[src/rtl/id_hazard_ctrl_pkg.sv]
// Shared types and constants for the decode-stage hazard controller:
// stall vector patterns, register address width and the multi-cycle FSM states.
package id_hazard_ctrl_pkg;

    localparam int unsigned REG_ADDR_WIDTH = 5;
    localparam int unsigned STALL_W        = 6;

    // Bit order: [0]pc [1]if [2]id [3]ex [4]mem [5]wb
    localparam logic [STALL_W-1:0] STALL_NONE = 6'b000000;
    localparam logic [STALL_W-1:0] STALL_HAZ  = 6'b000111;
    localparam logic [STALL_W-1:0] STALL_MC   = 6'b001111;

    typedef enum logic [1:0] {
        MC_IDLE = 2'd0,
        MC_BUSY = 2'd1,
        MC_DONE = 2'd2
    } mc_state_e;

endpackage

[src/rtl/id_hazard_ctrl_if.sv]
// Decode/writeback/flush signal bundle between the pipeline and the hazard controller.
interface id_hazard_ctrl_if;
    import id_hazard_ctrl_pkg::*;

    logic                      id_valid_in;
    logic                      id_rd_en1_in;
    logic [REG_ADDR_WIDTH-1:0] id_rd_addr1_in;
    logic                      id_rd_en2_in;
    logic [REG_ADDR_WIDTH-1:0] id_rd_addr2_in;
    logic                      id_wr_en_in;
    logic [REG_ADDR_WIDTH-1:0] id_wr_addr_in;
    logic                      id_mc_req_in;
    logic                      wb_wr_en_in;
    logic [REG_ADDR_WIDTH-1:0] wb_wr_addr_in;
    logic                      flush_in;
    logic [STALL_W-1:0]        stall_out;
    logic                      id_issue_out;
    logic                      hazard_out;
    logic                      mc_busy_out;
    logic                      mc_done_out;

    modport master (
        output id_valid_in, id_rd_en1_in, id_rd_addr1_in, id_rd_en2_in, id_rd_addr2_in,
               id_wr_en_in, id_wr_addr_in, id_mc_req_in, wb_wr_en_in, wb_wr_addr_in, flush_in,
        input  stall_out, id_issue_out, hazard_out, mc_busy_out, mc_done_out
    );

    modport slave (
        input  id_valid_in, id_rd_en1_in, id_rd_addr1_in, id_rd_en2_in, id_rd_addr2_in,
               id_wr_en_in, id_wr_addr_in, id_mc_req_in, wb_wr_en_in, wb_wr_addr_in, flush_in,
        output stall_out, id_issue_out, hazard_out, mc_busy_out, mc_done_out
    );

endinterface

[src/rtl/id_hazard_ctrl_mc_seq.sv]
// Multi-cycle EX sequencer: holds BUSY for exactly MC_CYCLES cycles, then a one-cycle DONE.
module id_hazard_ctrl_mc_seq
    import id_hazard_ctrl_pkg::*;
#(
    parameter int unsigned MC_CYCLES = 4
) (
    input  logic clk,
    input  logic rst_n,
    input  logic start,
    input  logic flush,
    output logic busy,
    output logic done
);

    localparam int unsigned     CNT_W   = $clog2(MC_CYCLES + 1);
    localparam logic [CNT_W-1:0] CNT_ONE = CNT_W'(1);
    localparam logic [CNT_W-1:0] CNT_LD  = CNT_W'(MC_CYCLES);

    mc_state_e        state_q, state_d;
    logic [CNT_W-1:0] cnt_q, cnt_d;

    always_ff @(posedge clk or negedge rst_n) begin
        if (!rst_n) begin
            state_q <= MC_IDLE;
            cnt_q   <= '0;
        end else begin
            state_q <= state_d;
            cnt_q   <= cnt_d;
        end
    end

    always_comb begin
        state_d = state_q;
        cnt_d   = cnt_q;
        if (flush) begin
            state_d = MC_IDLE;
            cnt_d   = '0;
        end else begin
            case (state_q)
                MC_IDLE: begin
                    if (start) begin
                        state_d = MC_BUSY;
                        cnt_d   = CNT_LD;
                    end
                end
                MC_BUSY: begin
                    cnt_d = cnt_q - CNT_ONE;
                    if (cnt_q == CNT_ONE) state_d = MC_DONE;
                end
                MC_DONE: begin
                    if (start) begin
                        state_d = MC_BUSY;
                        cnt_d   = CNT_LD;
                    end else begin
                        state_d = MC_IDLE;
                    end
                end
                default: state_d = MC_IDLE;
            endcase
        end
    end

    assign busy = (state_q == MC_BUSY);
    assign done = (state_q == MC_DONE);

endmodule

[src/rtl/id_hazard_ctrl.sv]
// Decode-stage hazard controller: per-register pending-write scoreboard, RAW and
// saturation stall detection, and the pipeline stall vector.
module id_hazard_ctrl
    import id_hazard_ctrl_pkg::*;
#(
    parameter int unsigned REG_NUM   = 32,
    parameter int unsigned PEND_W    = 2,
    parameter int unsigned MC_CYCLES = 4,
    parameter int unsigned WB_BYPASS = 1
) (
    input  logic            clk,
    input  logic            rst_n,
    id_hazard_ctrl_if.slave bus
);

    localparam logic [PEND_W-1:0] PEND_MAX = '1;
    localparam logic [PEND_W-1:0] PEND_ONE = PEND_W'(1);

    logic [PEND_W-1:0]  pend_q [REG_NUM];
    logic [PEND_W-1:0]  pend_d [REG_NUM];
    logic [PEND_W-1:0]  pend1, pend2, pendw;
    logic [REG_NUM-1:0] inc_v, dec_v;
    logic               byp1, byp2, src1_hit, src2_hit, sat_hit;
    logic               hazard, issue, mc_busy, mc_done, mc_start;
    logic [STALL_W-1:0] stall;

    always_comb begin
        pend1 = pend_q[bus.id_rd_addr1_in];
        pend2 = pend_q[bus.id_rd_addr2_in];
        pendw = pend_q[bus.id_wr_addr_in];
        // A retire of the last outstanding writer this cycle satisfies the read.
        byp1 = (WB_BYPASS != 0) && bus.wb_wr_en_in &&
               (bus.wb_wr_addr_in == bus.id_rd_addr1_in) && (pend1 == PEND_ONE);
        byp2 = (WB_BYPASS != 0) && bus.wb_wr_en_in &&
               (bus.wb_wr_addr_in == bus.id_rd_addr2_in) && (pend2 == PEND_ONE);
        src1_hit = bus.id_rd_en1_in && (bus.id_rd_addr1_in != '0) && (pend1 != '0) && !byp1;
        src2_hit = bus.id_rd_en2_in && (bus.id_rd_addr2_in != '0) && (pend2 != '0) && !byp2;
        sat_hit  = bus.id_wr_en_in && (bus.id_wr_addr_in != '0) && (pendw == PEND_MAX) &&
                   !(bus.wb_wr_en_in && (bus.wb_wr_addr_in == bus.id_wr_addr_in));
        hazard   = bus.id_valid_in && (src1_hit || src2_hit || sat_hit) && !mc_busy && !mc_done;

        if (bus.flush_in)  stall = STALL_NONE;
        else if (mc_busy)  stall = STALL_MC;
        else if (hazard)   stall = STALL_HAZ;
        else               stall = STALL_NONE;

        // rst_n gates issue so every output reads 0 while reset is held.
        issue    = rst_n && bus.id_valid_in && !bus.flush_in && !stall[2];
        mc_start = issue && bus.id_mc_req_in;
    end

    always_comb begin
        inc_v = '0;
        dec_v = '0;
        for (int unsigned r = 0; r < REG_NUM; r++) begin
            inc_v[r] = issue && bus.id_wr_en_in && (bus.id_wr_addr_in == REG_ADDR_WIDTH'(r));
            dec_v[r] = bus.wb_wr_en_in && (bus.wb_wr_addr_in == REG_ADDR_WIDTH'(r)) &&
                       (pend_q[r] != '0);
            pend_d[r] = pend_q[r];
            if (bus.flush_in || r == 0)     pend_d[r] = '0;
            else if (inc_v[r] && !dec_v[r]) pend_d[r] = pend_q[r] + PEND_ONE;
            else if (dec_v[r] && !inc_v[r]) pend_d[r] = pend_q[r] - PEND_ONE;
        end
    end

    always_ff @(posedge clk or negedge rst_n) begin
        if (!rst_n) begin
            for (int unsigned r = 0; r < REG_NUM; r++) pend_q[r] <= '0;
        end else begin
            for (int unsigned r = 0; r < REG_NUM; r++) pend_q[r] <= pend_d[r];
        end
    end

    id_hazard_ctrl_mc_seq #(
        .MC_CYCLES(MC_CYCLES)
    ) u_mc_seq (
        .clk   (clk),
        .rst_n (rst_n),
        .start (mc_start),
        .flush (bus.flush_in),
        .busy  (mc_busy),
        .done  (mc_done)
    );

    assign bus.stall_out    = stall;
    assign bus.id_issue_out = issue;
    assign bus.hazard_out   = hazard;
    assign bus.mc_busy_out  = mc_busy;
    assign bus.mc_done_out  = mc_done;

endmodule

[src/flat_wrapper.sv]
// flat-port wrapper written by rule: the top's interface ports become plain ports
module id_hazard_ctrl_flat import id_hazard_ctrl_pkg::*;
#(
    parameter int unsigned REG_NUM   = 32,
    parameter int unsigned PEND_W    = 2,
    parameter int unsigned MC_CYCLES = 4,
    parameter int unsigned WB_BYPASS = 1
)
  (clk, rst_n, bus_id_valid_in, bus_id_rd_en1_in, bus_id_rd_addr1_in, bus_id_rd_en2_in, bus_id_rd_addr2_in, bus_id_wr_en_in, bus_id_wr_addr_in, bus_id_mc_req_in, bus_wb_wr_en_in, bus_wb_wr_addr_in, bus_flush_in, bus_stall_out, bus_id_issue_out, bus_hazard_out, bus_mc_busy_out, bus_mc_done_out);
  id_hazard_ctrl_if bus_i ();
  input  logic clk;
  input  logic rst_n;
  input wire logic [$bits(bus_i.id_valid_in)-1:0] bus_id_valid_in;
  input wire logic [$bits(bus_i.id_rd_en1_in)-1:0] bus_id_rd_en1_in;
  input wire logic [$bits(bus_i.id_rd_addr1_in)-1:0] bus_id_rd_addr1_in;
  input wire logic [$bits(bus_i.id_rd_en2_in)-1:0] bus_id_rd_en2_in;
  input wire logic [$bits(bus_i.id_rd_addr2_in)-1:0] bus_id_rd_addr2_in;
  input wire logic [$bits(bus_i.id_wr_en_in)-1:0] bus_id_wr_en_in;
  input wire logic [$bits(bus_i.id_wr_addr_in)-1:0] bus_id_wr_addr_in;
  input wire logic [$bits(bus_i.id_mc_req_in)-1:0] bus_id_mc_req_in;
  input wire logic [$bits(bus_i.wb_wr_en_in)-1:0] bus_wb_wr_en_in;
  input wire logic [$bits(bus_i.wb_wr_addr_in)-1:0] bus_wb_wr_addr_in;
  input wire logic [$bits(bus_i.flush_in)-1:0] bus_flush_in;
  output wire logic [$bits(bus_i.stall_out)-1:0] bus_stall_out;
  output wire logic [$bits(bus_i.id_issue_out)-1:0] bus_id_issue_out;
  output wire logic [$bits(bus_i.hazard_out)-1:0] bus_hazard_out;
  output wire logic [$bits(bus_i.mc_busy_out)-1:0] bus_mc_busy_out;
  output wire logic [$bits(bus_i.mc_done_out)-1:0] bus_mc_done_out;
  assign bus_i.id_valid_in = bus_id_valid_in;
  assign bus_i.id_rd_en1_in = bus_id_rd_en1_in;
  assign bus_i.id_rd_addr1_in = bus_id_rd_addr1_in;
  assign bus_i.id_rd_en2_in = bus_id_rd_en2_in;
  assign bus_i.id_rd_addr2_in = bus_id_rd_addr2_in;
  assign bus_i.id_wr_en_in = bus_id_wr_en_in;
  assign bus_i.id_wr_addr_in = bus_id_wr_addr_in;
  assign bus_i.id_mc_req_in = bus_id_mc_req_in;
  assign bus_i.wb_wr_en_in = bus_wb_wr_en_in;
  assign bus_i.wb_wr_addr_in = bus_wb_wr_addr_in;
  assign bus_i.flush_in = bus_flush_in;
  assign bus_stall_out = bus_i.stall_out;
  assign bus_id_issue_out = bus_i.id_issue_out;
  assign bus_hazard_out = bus_i.hazard_out;
  assign bus_mc_busy_out = bus_i.mc_busy_out;
  assign bus_mc_done_out = bus_i.mc_done_out;
  id_hazard_ctrl #(.REG_NUM(REG_NUM), .PEND_W(PEND_W), .MC_CYCLES(MC_CYCLES), .WB_BYPASS(WB_BYPASS)) u_core (.clk(clk), .rst_n(rst_n), .bus(bus_i));
endmodule
[config.mk]
export PLATFORM = sky130hd
export DESIGN_NAME = id_hazard_ctrl_flat
export DESIGN_NICKNAME = d
export VERILOG_FILES = /design/src/rtl/id_hazard_ctrl_pkg.sv /design/src/rtl/id_hazard_ctrl_if.sv /design/src/rtl/id_hazard_ctrl_mc_seq.sv /design/src/rtl/id_hazard_ctrl.sv /design/src/flat_wrapper.sv
export SDC_FILE = /design/constraint.sdc
export NUM_CORES = 1
export LEC_CHECK = 0
export ABC_AREA = 1
export CAP_MARGIN = 5
export CORE_MARGIN = 2
export CORE_UTILIZATION = 43
export CTS_BUF_LIST = sky130_fd_sc_hd__clkbuf_8
export CTS_CLUSTER_DIAMETER = 50
export DETAILED_ROUTE_END_ITERATION = 10
export PLACE_DENSITY = 0.59
export REMOVE_ABC_BUFFERS = 1
export SYNTH_ARGS = -nofsm -noshare
export SYNTH_HDL_FRONTEND = slang
export SYNTH_SLANG_ARGS = --single-unit
[constraint.sdc]
create_clock -name clk -period 2.2 [get_ports clk]
set_clock_uncertainty 0.1 [all_clocks]
set_input_delay 0.44 -clock clk [delete_from_list [all_inputs] [get_ports clk]]
set_output_delay 0.44 -clock clk [all_outputs]
set_load 0.05 [all_outputs]
[Word-level counts from Yosys, hierarchy flattened]
Cells that the tools add are included.
Operators by class
  magnitude comparators: 3
  $add $sub $neg: 63
  mux-type cells: 113
  bitwise operators: 3
  equality and inequality tests: 74
  reductions and logical operators: 320
Operators with widths (count)
  2-bit two-way mux: 102
  1-bit logical AND: 177
  5-bit == test (second input constant): 32
  3-bit nonzero test: 32
  5-bit by 4-bit == test with 1-bit output (second input constant): 16
  1-bit logical NOT: 69
  2-bit nonzero test: 33
  2-bit by 1-bit adder with 2-bit output (second input constant): 31
  2-bit by 1-bit subtractor with 2-bit output (second input constant): 31
  5-bit by 3-bit == test with 1-bit output (second input constant): 8
  2-bit binary-select mux with 5-bit select: 3
  5-bit by 2-bit == test with 1-bit output (second input constant): 4
  6-bit >= comparator (second input constant): 3
  5-bit NOT with 6-bit output: 3
  5-bit == test: 3
  5-bit nonzero test: 3
  5-bit by 1-bit == test with 1-bit output (second input constant): 2
  3-bit two-way mux: 3
  4-bit two-way mux: 2
  2-bit by 1-bit == test with 1-bit output (second input constant): 3
  2-bit case mux with 3 select lines: 1
  3-bit case mux with 2 select lines: 1
  2-bit == test (second input constant): 2
  2-bit AND reduction: 2
  9 further kinds: 10
Storage, ports and cells
  logic and storage cells: 609
  bits in registers: 67
  input bits: 29
  output and inout bits: 10

[Logic depth before layout (Yosys ltp)]
Gate-level depths: netlist (run 1).
  depth after elaboration: 25
  gate-level depth with buffers: 23
  depth with buffers taken out: 21

[Hierarchy]
A second synthesis (run 1) with hierarchy kept.
Unflattened totals
  cells, all modules: 1435
  area, all modules: 7682.4 um^2
Modules (own cells, without submodules)
  id_hazard_ctrl: instances 1, area each 7360.8 um^2, cells each 1388, seq. area each 1551.5 um^2
  id_hazard_ctrl_mc_seq: instances 1, area each 321.6 um^2, cells each 47, seq. area each 125.1 um^2

[Least setup slack after synthesis (run 1)]
OpenSTA, ideal clock, no wires.
  path kind: input-to-output
  start: input bus_id_rd_addr1_in[1]
  end: output bus_stall_out[1]
  arrival: 3086 ps
  setup slack: -1426 ps
  required time: 1660 ps
  cell stages on the path: 13
  path buffers: 3
  cell sequence: buf_4 clkbuf_1 o211ai_1 nand3_1 nand3_1 nand2_1 nand3_1 nand2_1 nand2_1 nand3_2 nand2_4 o21ai_0 buf_4
Between the ends
  cells in the longest elaborated chain, start to end: 16
  elaborated cells on any way between the ends: 22
  classes of those cells: eq/ne (2); mux (6); bitwise (1); reduce/logical (13)
RTL lines
  from (decl): line flat_wrapper.sv:15  | input wire logic [$bits(bus_i.id_rd_addr1_in)-1:0] bus_id_rd_addr1_in;
  5-bit NOT with 6-bit output (implied by the code): line id_hazard_ctrl.sv:28  | pend1 = pend_q[bus.id_rd_addr1_in];
  2-bit binary-select mux with 5-bit select: line id_hazard_ctrl.sv:28
  2-bit two-way mux (implied by the code) (2 in a row): line id_hazard_ctrl.sv:28
  2-bit by 1-bit == test with 1-bit output: line id_hazard_ctrl.sv:33  | (bus.wb_wr_addr_in == bus.id_rd_addr1_in) && (pend1 == PEND_ONE);
  1-bit logical AND: line id_hazard_ctrl.sv:33
  1-bit logical NOT: line id_hazard_ctrl.sv:36  | src1_hit = bus.id_rd_en1_in && (bus.id_rd_addr1_in != '0) && (pend1 != '0) && !byp1;
  1-bit logical AND (*): line id_hazard_ctrl.sv:36
  1-bit logical OR (*) (2 in a row): line id_hazard_ctrl.sv:40  | hazard = bus.id_valid_in && (src1_hit || src2_hit || sat_hit) && !mc_busy && !mc_done;
  1-bit logical AND (*) (3 in a row): line id_hazard_ctrl.sv:40
  3-bit two-way mux (*): line id_hazard_ctrl.sv:44  | else if (hazard) stall = STALL_HAZ;
  4-bit two-way mux (*): line id_hazard_ctrl.sv:43  | else if (mc_busy) stall = STALL_MC;
  4-bit two-way mux (*): line id_hazard_ctrl.sv:42  | if (bus.flush_in) stall = STALL_NONE;
  to (decl): line flat_wrapper.sv:24  | output wire logic [$bits(bus_i.stall_out)-1:0] bus_stall_out;
Mark *: on every way between the ends. The rest lies on a longest branch, timed or not. The select of a mux whose other input is x is not followed.

[Worst setup path in the final report (run 1)]
  start: input bus_id_rd_addr2_in[1]
  end: output bus_hazard_out
Between the ends
  cells in the longest elaborated chain, start to end: 13
  elaborated cells on any way between the ends: 19
  classes of those cells: eq/ne (2); mux (3); bitwise (1); reduce/logical (13)
RTL lines
  from (decl): line flat_wrapper.sv:17  | input wire logic [$bits(bus_i.id_rd_addr2_in)-1:0] bus_id_rd_addr2_in;
  5-bit NOT with 6-bit output (implied by the code): line id_hazard_ctrl.sv:29  | pend2 = pend_q[bus.id_rd_addr2_in];
  2-bit binary-select mux with 5-bit select: line id_hazard_ctrl.sv:29
  2-bit two-way mux (implied by the code) (2 in a row): line id_hazard_ctrl.sv:29
  2-bit by 1-bit == test with 1-bit output: line id_hazard_ctrl.sv:35  | (bus.wb_wr_addr_in == bus.id_rd_addr2_in) && (pend2 == PEND_ONE);
  1-bit logical AND: line id_hazard_ctrl.sv:35
  1-bit logical NOT: line id_hazard_ctrl.sv:37  | src2_hit = bus.id_rd_en2_in && (bus.id_rd_addr2_in != '0) && (pend2 != '0) && !byp2;
  1-bit logical AND (*): line id_hazard_ctrl.sv:37
  1-bit logical OR (*) (2 in a row): line id_hazard_ctrl.sv:40
  1-bit logical AND (*) (3 in a row): line id_hazard_ctrl.sv:40
  to (decl): line flat_wrapper.sv:26  | output wire logic [$bits(bus_i.hazard_out)-1:0] bus_hazard_out;
Marked as above.

==> results of run 1 <==
[synthesized netlist by cell type (17+ instances only)]
cell type,instances
nand4_1,35
nor2_1,131
o21ai_1,30
buf_2,17
dfrtp_1,67
inv_1,210
nand3_1,210
nor3_1,35
o21ai_0,42
nand2_1,422
[sequential cells by signal (all words and copies together), names as in the netlist]
register,flops
u_core.u_mc_seq.state_q,2
u_core.u_mc_seq.cnt_q,3
u_core.pend_q,62
[worst max-delay path by stage]
stage                         to  depth (start not counted)
2_1_floorplan   bus_stall_out[0]                         13
3_3_place_gp    bus_stall_out[2]                         17
3_5_place_dp    u_core.pend_q[6]                         22
4_1_cts         bus_stall_out[1]                         17
5_1_grt        u_core.pend_q[56]                         21
6_report          bus_hazard_out                         16
[layer usage]
layer,track usage (%),up-vias
met4,13.5,0
met1,44.4,4395
met5,0,-
met2,54.9,333
met3,4.88,81
li1,-,4701
[stage by stage]
step / TNS [ns] / hold slack, ns / util [%]
2_1_floorplan: -54.66 / 0.0444 / -
3_3_place_gp: -71.41 / 0.462 / 57.3
3_5_place_dp: -72.38 / 0.479 / 57.3
4_1_cts: -28.24 / 0.116 / 63.0
5_1_grt: -42.71 / 0.131 / 66.2
6_report: -30.22 / 0.0945 / 66.2
[logic make-up (layout without fill, tap and decap cells)]
kind of cell    after synthesis  after routing  share of synthesized area [%]
simple gates                856            856                           51.2
buf+inv                     274            537                           16.7
compound gates              111            111                           8.33
other cells                   1              2                         0.0515
fa+ha+maj                     2              2                          0.343
xor+xnor                      3              3                          0.361
flops                        67             67                           23.0
[power groups by stage]
stage | sequential [mW] | clock (mW) | combinational [mW]
after detailed placement | 1.73 | 0 | 2.85
after global routing | 1.75 | 1.29 | 3.58
after floorplan | 1.70 | 0 | 1.41
after CTS | 1.71 | 1.24 | 3.04
final | 1.73 | 1.23 | 3.25
after global placement | 1.73 | 0 | 2.82
[critical path: cells and delay by family]
family	cells	cell delay (ns)
buf+inv	7	1.03
simple gates	9	0.76
[layout by cell type (no fill, tap or decap), types with 15 or more instances in the layout]
master and count:
nand2_1 371, o211ai_1 16, buf_12 25, inv_1 185, nand4_1 35, buf_4 235
nand3_4 23, o21ai_1 38, dfrtp_1 65, nand3_1 144, nor2_1 124, nor3_1 35
nand3_2 51, o21ai_2 15, a21oi_1 15, o21ai_0 17, inv_2 25, nand2_2 45
[area by class of cell]
type	instances	area [µm²]
clock buffers	9	124
clock inverters	7	91.3
fillers	1574	5610
inverters	217	840
multi-input cells	974	5190
flip-flops and latches	67	1680
well taps	220	275
repair buffers	304	2770
[what timing repair did]
action	CTS	global route
setup buffers	20	10
hold buffers	0	0
cloned	6	0
pin swaps	34	48
gates resized for setup	164	126
endpoints found under the hold margin	0	0
endpoints found under the setup margin	72	73
==> run summary, run 1 <==
Max VDD drop - 412 µV
FP Rows - 47
wire length per cell - 16.9 µm
endpoint class of the critical path - output pin
setup ws final - -0.568 ns
Yosys reg bits - 67
ys flop type - dfrtp_1
Die Height - 134 µm
clock group share of total power - 19.8%
Psw - 2.64 mW
CTS tree - done
ant diodes - 0
met2 WL post-DR - 14200 µm
Gate Count Post-Synth - 1314
Total GRT Usage - 33.5%
Final Hold Viols - 0
Pint - 3.56 mW
number of synthesized flops with an enable pin - 0
Die Wd - 134 µm
switch share - 42.6%
total power - 6.21 mW
crit path cell chain - clkdlybuf4s15_2 > buf_4 > buf_4 > nand3_1 > nand3_1 > nand3_1 > nand3_1 > nand3_1 > nand2_1 > nand2_2 > nand3_4 > nand2_4 > buf_6 > buf_4 > inv_2 > buf_12
Critical Path Start Type - input port
dpl ws - -1.10 ns
failing checks - negative setup slack
Max Root-Sink Buffers - 2
r2r endpoint - u_core.pend_q[38]
worst r2r src - u_core.pend_q[5]
clk_lat worst skew - 0.39 ns
Synth area leader - dfrtp_1
layout net count - 1604
unique cell type count in the Yosys netlist - 35
sequential share of the synthesized area - 23.0%
vias - 9510
met3 WL - 1830 µm
post-synth top area share - 23.0%
RSZ-0062 raised after global routing - yes
sequential share of power - 27.8%
Core Area - 0.0166 mm²
Ports - 39
Post-Layout Cell Count - 1798
first-pass GRT wire length - 47000 µm
Max stage delay on crit path - 0.23 ns
GRT Residual Overflow - 0
Area Growth Syn to Fin - 50.6%
final critical-path required period - 2.77 ns
dpl cells - 1747
relative slew slack - 56.5%
Initial Util - 43.9%
IO buf count - 36
Area after DPL - 0.00951 mm²
status - finished, violations left
initial drt markers - 813
Detailed Route WL - 30300 µm
H-tree lvl count - 3
top cells by area, synth - dfrtp_1, nand2_1, nand3_1
Async SR Flop Fraction - 100%
HPWL Detailed - 22200 µm
Worst-path clk slew - 0.08 ns
leak pwr - 5.70 nW
CP max stage cell - clkdlybuf4s15_2
worst setup path start - bus_id_rd_addr2_in[1]
DR pass1 iterations - 5
DRC errors left - 0
maxcap violations - 0
remaining antenna violation count after routing - 0
Reg2Reg Setup Slack - -0.51 ns
measured slew at the worst slew-check pin - 0.652 ns
share of layout cells above drive strength 1 - 31.4%
syn avg cell area - 5.55 µm²
Worst R2R Path Depth - 21
combinational share of power - 52.4%
crit path max fanout - 10
fin. max-slew vios - 0
root buf cell - clkbuf_8
CP required - 1.66 ns
fin area - 0.0110 mm²
die area - 0.0180 mm²
warnings from Yosys - 0
GPL Wtd Cong - 1.02
top layer reached by signal wires - met4
Post-Syn Area - 0.00729 mm²
Setup CP Type - input port to output pin
final setup fails - 70
fmax - 0.361 GHz
WP data arrival - 2.23 ns
total CTS buffers - 9
most frequent CP cell - nand3_1
Tcrit/Tclk final - 126%
number of clock sinks - 67
number of global-route vias before repair - 8939
pwr/cell area - 566 mW/mm²
worst hold path type - input port to async pin
post-DR vias/cell - 5.29
antenna violations before repair - 0
M1 WL - 13200 µm
largest net degree at the start of global routing - 66
Note: power is estimated with default switching activity, not from simulation.
==> run 2, diff against run 1 <==
--- a/config.mk
+++ b/config.mk
@@ -12,6 +12,7 @@
 export CTS_BUF_LIST = sky130_fd_sc_hd__clkbuf_8
 export CTS_CLUSTER_DIAMETER = 50
 export DETAILED_ROUTE_END_ITERATION = 10
+export GPL_ROUTABILITY_DRIVEN = 0
 export PLACE_DENSITY = 0.59
 export REMOVE_ABC_BUFFERS = 1
 export SYNTH_ARGS = -nofsm -noshare
==> run 2 against run 1 <==
  * The run still ends with negative setup slack left
  * Register-to-register slack worse by 0.02 ns
  * Highest routed layer unchanged
  * Critical endpoint is now bus_id_issue_out
  * Largest power group unchanged
  * Utilization increased by 0.54 points
  * Largest cell class unchanged
  * Sequential share of layout area down 0.11 points
  * Clock power is 9.8% lower
  * Count of clock-buffer cells in the layout is 1 higher
  * First-iteration DRC count up 7.9%
  * Global-route usage is 0.21 points lower
  * Final cell count increased by 0.17%
  * Worst hold slack got worse by 0.016 ns
  * Fmax hardly changed
==> run summary, run 2 (synthesized netlist as in run 1, its figures left out) <==
CTS tree - done
antenna violations before repair - 0
Pint - 3.48 mW
remaining antenna violation count after routing - 0
FILL cells - 1536
FP Rows - 47
Detailed Route WL - 30100 µm
endpoint class of the critical path - output pin
top flop regs - u_core.pend_q x62, u_core.u_mc_seq.cnt_q x3, u_core.u_mc_seq.state_q x2
pwr/cell area - 549 mW/mm²
sequential share of power - 28.5%
fmax - 0.361 GHz
post-DR vias/cell - 5.35
final setup fails - 70
Critical Path Start Type - input port
first-pass GRT wire length - 46700 µm
Die Wd - 134 µm
initial drt markers - 877
max reg flops - 62
RSZ-0062 raised after global routing - yes
Max Root-Sink Buffers - 2
Setup CP Type - input port to output pin
relative slew slack - 63.8%
total CTS buffers - 9
switch share - 42.7%
HPWL Detailed - 21700 µm
IO buf count - 36
most frequent CP cell - nand2_1
clk_lat worst skew - 0.38 ns
register area - 0.00168 mm²
root buf cell - clkbuf_8
CP max stage cell - dlygate4sd2_1
worst hold path type - input port to async pin
DRC errors left - 0
crit path cell chain - dlygate4sd2_1 > inv_2 > nand2_1 > nand2_1 > nor2_1 > nand3_2 > nand3_1 > nand2_1 > nand3_1 > nand2_1 > nand2_2 > nand3_4 > a21boi_1 > buf_4 > buf_12
most frequent cells in the layout - nand2_1, buf_4, inv_1
Area after DPL - 0.00956 mm²
ant diodes - 0
DR pass1 iterations - 6
worst hold margin - 0.0786 ns
maxcap violations - 0
area of the multi-input gates - 0.00526 mm²
largest net degree at the start of global routing - 63
Max stage delay on crit path - 0.39 ns
setup ws final - -0.568 ns
measured slew at the worst slew-check pin - 0.541 ns
final critical-path required period - 2.77 ns
Most flops, register - u_core.pend_q
total power - 6.07 mW
Final Hold Viols - 0
Tcrit/Tclk final - 126%
CP required - 1.66 ns
share of layout cells above drive strength 1 - 31.9%
WP data arrival - 2.23 ns
GRT Residual Overflow - 0
wire length per cell - 16.7 µm
Worst-path clk slew - 0.08 ns
Max VDD drop - 367 µV
Core Area - 0.0166 mm²
# hold bufs at CTS - 0
Total GRT Usage - 33.3%
Area Growth Syn to Fin - 51.8%
H-tree lvl count - 3
crit path max fanout - 5
leak pwr - 5.70 nW
number of global-route vias before repair - 8908
clock group share of total power - 18.3%
fin area - 0.0111 mm²
fin. max-slew vios - 0
layout net count - 1607
Initial Util - 43.9%
die area - 0.0180 mm²
Die Height - 134 µm
status - finished, violations left
commonest non-fill, non-tap cell in the layout - nand2_1
Psw - 2.60 mW
combinational share of power - 53.3%
vias - 9640
failing checks - negative setup slack
Ports - 39
number of clock sinks - 67
==> run 2: changes by cell type in the layout (fill, tap and decap cells not counted), moves of 3 or more <==
| cell | previous run | this run |
|---|---|---|
| nand3_2 | 51 | 57 |
| clkinv_2 | 5 | 2 |
| inv_1 | 185 | 190 |
| o21ai_1 | 38 | 42 |
| nand3_4 | 23 | 26 |
| nand3_1 | 144 | 135 |
| nor2_1 | 124 | 120 |
==> run 2: power groups by stage <==
| stage | clock network (mW) | logic [mW] | registers [mW] |
|---|---|---|---|
| finish | 1.11 | 3.23 | 1.73 |
| detailed placement | 0 | 2.87 | 1.73 |
| global route | 1.16 | 3.55 | 1.76 |
| CTS | 1.13 | 3.01 | 1.71 |
| floorplan | 0 | 1.41 | 1.70 |
| global placement | 0 | 2.83 | 1.73 |
==> run 2: metrics by stage <==
step	util, %	setup TNS (ns)	std cells	setup slack (ns)
3_5_place_dp	57.6	-71.24	1755	-1.07
6_report	66.7	-32.08	1801	-0.568
3_3_place_gp	57.6	-69.50	1755	-1.05
4_1_cts	63.9	-31.80	1796	-0.562
2_1_floorplan	-	-54.66	1258	-3.15
5_1_grt	66.7	-41.46	1801	-0.686
==> run 2: routing by layer <==
metal / up-vias / share of wire (%) / global-route usage [%]
li1: 4697 / - / -
met1: 4434 / 42 / 44.1
met2: 403 / 46 / 53.4
met3: 106 / 7.4 / 4.76
met4: 0 / 5.3 / 16.1
met5: - / 0 / 0
==> run 2: path summary, 6_finish.rpt <==
check	cells after the start	to	startpoint	slack [ns]
max	15	bus_id_issue_out	bus_id_rd_addr1_in[2]	-0.57
min	2	u_core.pend_q[1]	rst_n	0.08
max reg2reg	20	u_core.pend_q[36]	u_core.pend_q[47]	-0.53
min reg2reg	2	u_core.u_mc_seq.cnt_q[2]	u_core.u_mc_seq.cnt_q[2]	0.47
max in group asynchronous	3	u_core.pend_q[41]	rst_n	0.97
min in group clk	2	u_core.u_mc_seq.cnt_q[2]	u_core.u_mc_seq.cnt_q[2]	0.47
==> run 2: area by class of cell <==
cell class	count	area share [%]
Multi-Input combinational cell	974	47.5
Clock inverter	6	0.520
Timing Repair Buffer	307	25.5
Sequential cell	67	15.2
Tap cell	220	2.49
Inverter	217	7.53
Clock buffer	10	1.24
==> run 2: worst max-delay path: cells and delay by family <==
family	cells	cell delay (ns)
and+or+nand+nor	10	0.90
buffers and inverters	4	0.74
AOI/OAI and AO/OA	1	0.16
==> run 2: repair_timing <==
| item | 4_1_cts | 5_1_grt |
|---|---|---|
| gates resized for setup | 153 | 157 |
| setup endpoints to repair | 72 | 72 |
| pin swaps | 23 | 62 |
| setup buffers | 17 | 10 |
| cloned | 8 | 1 |
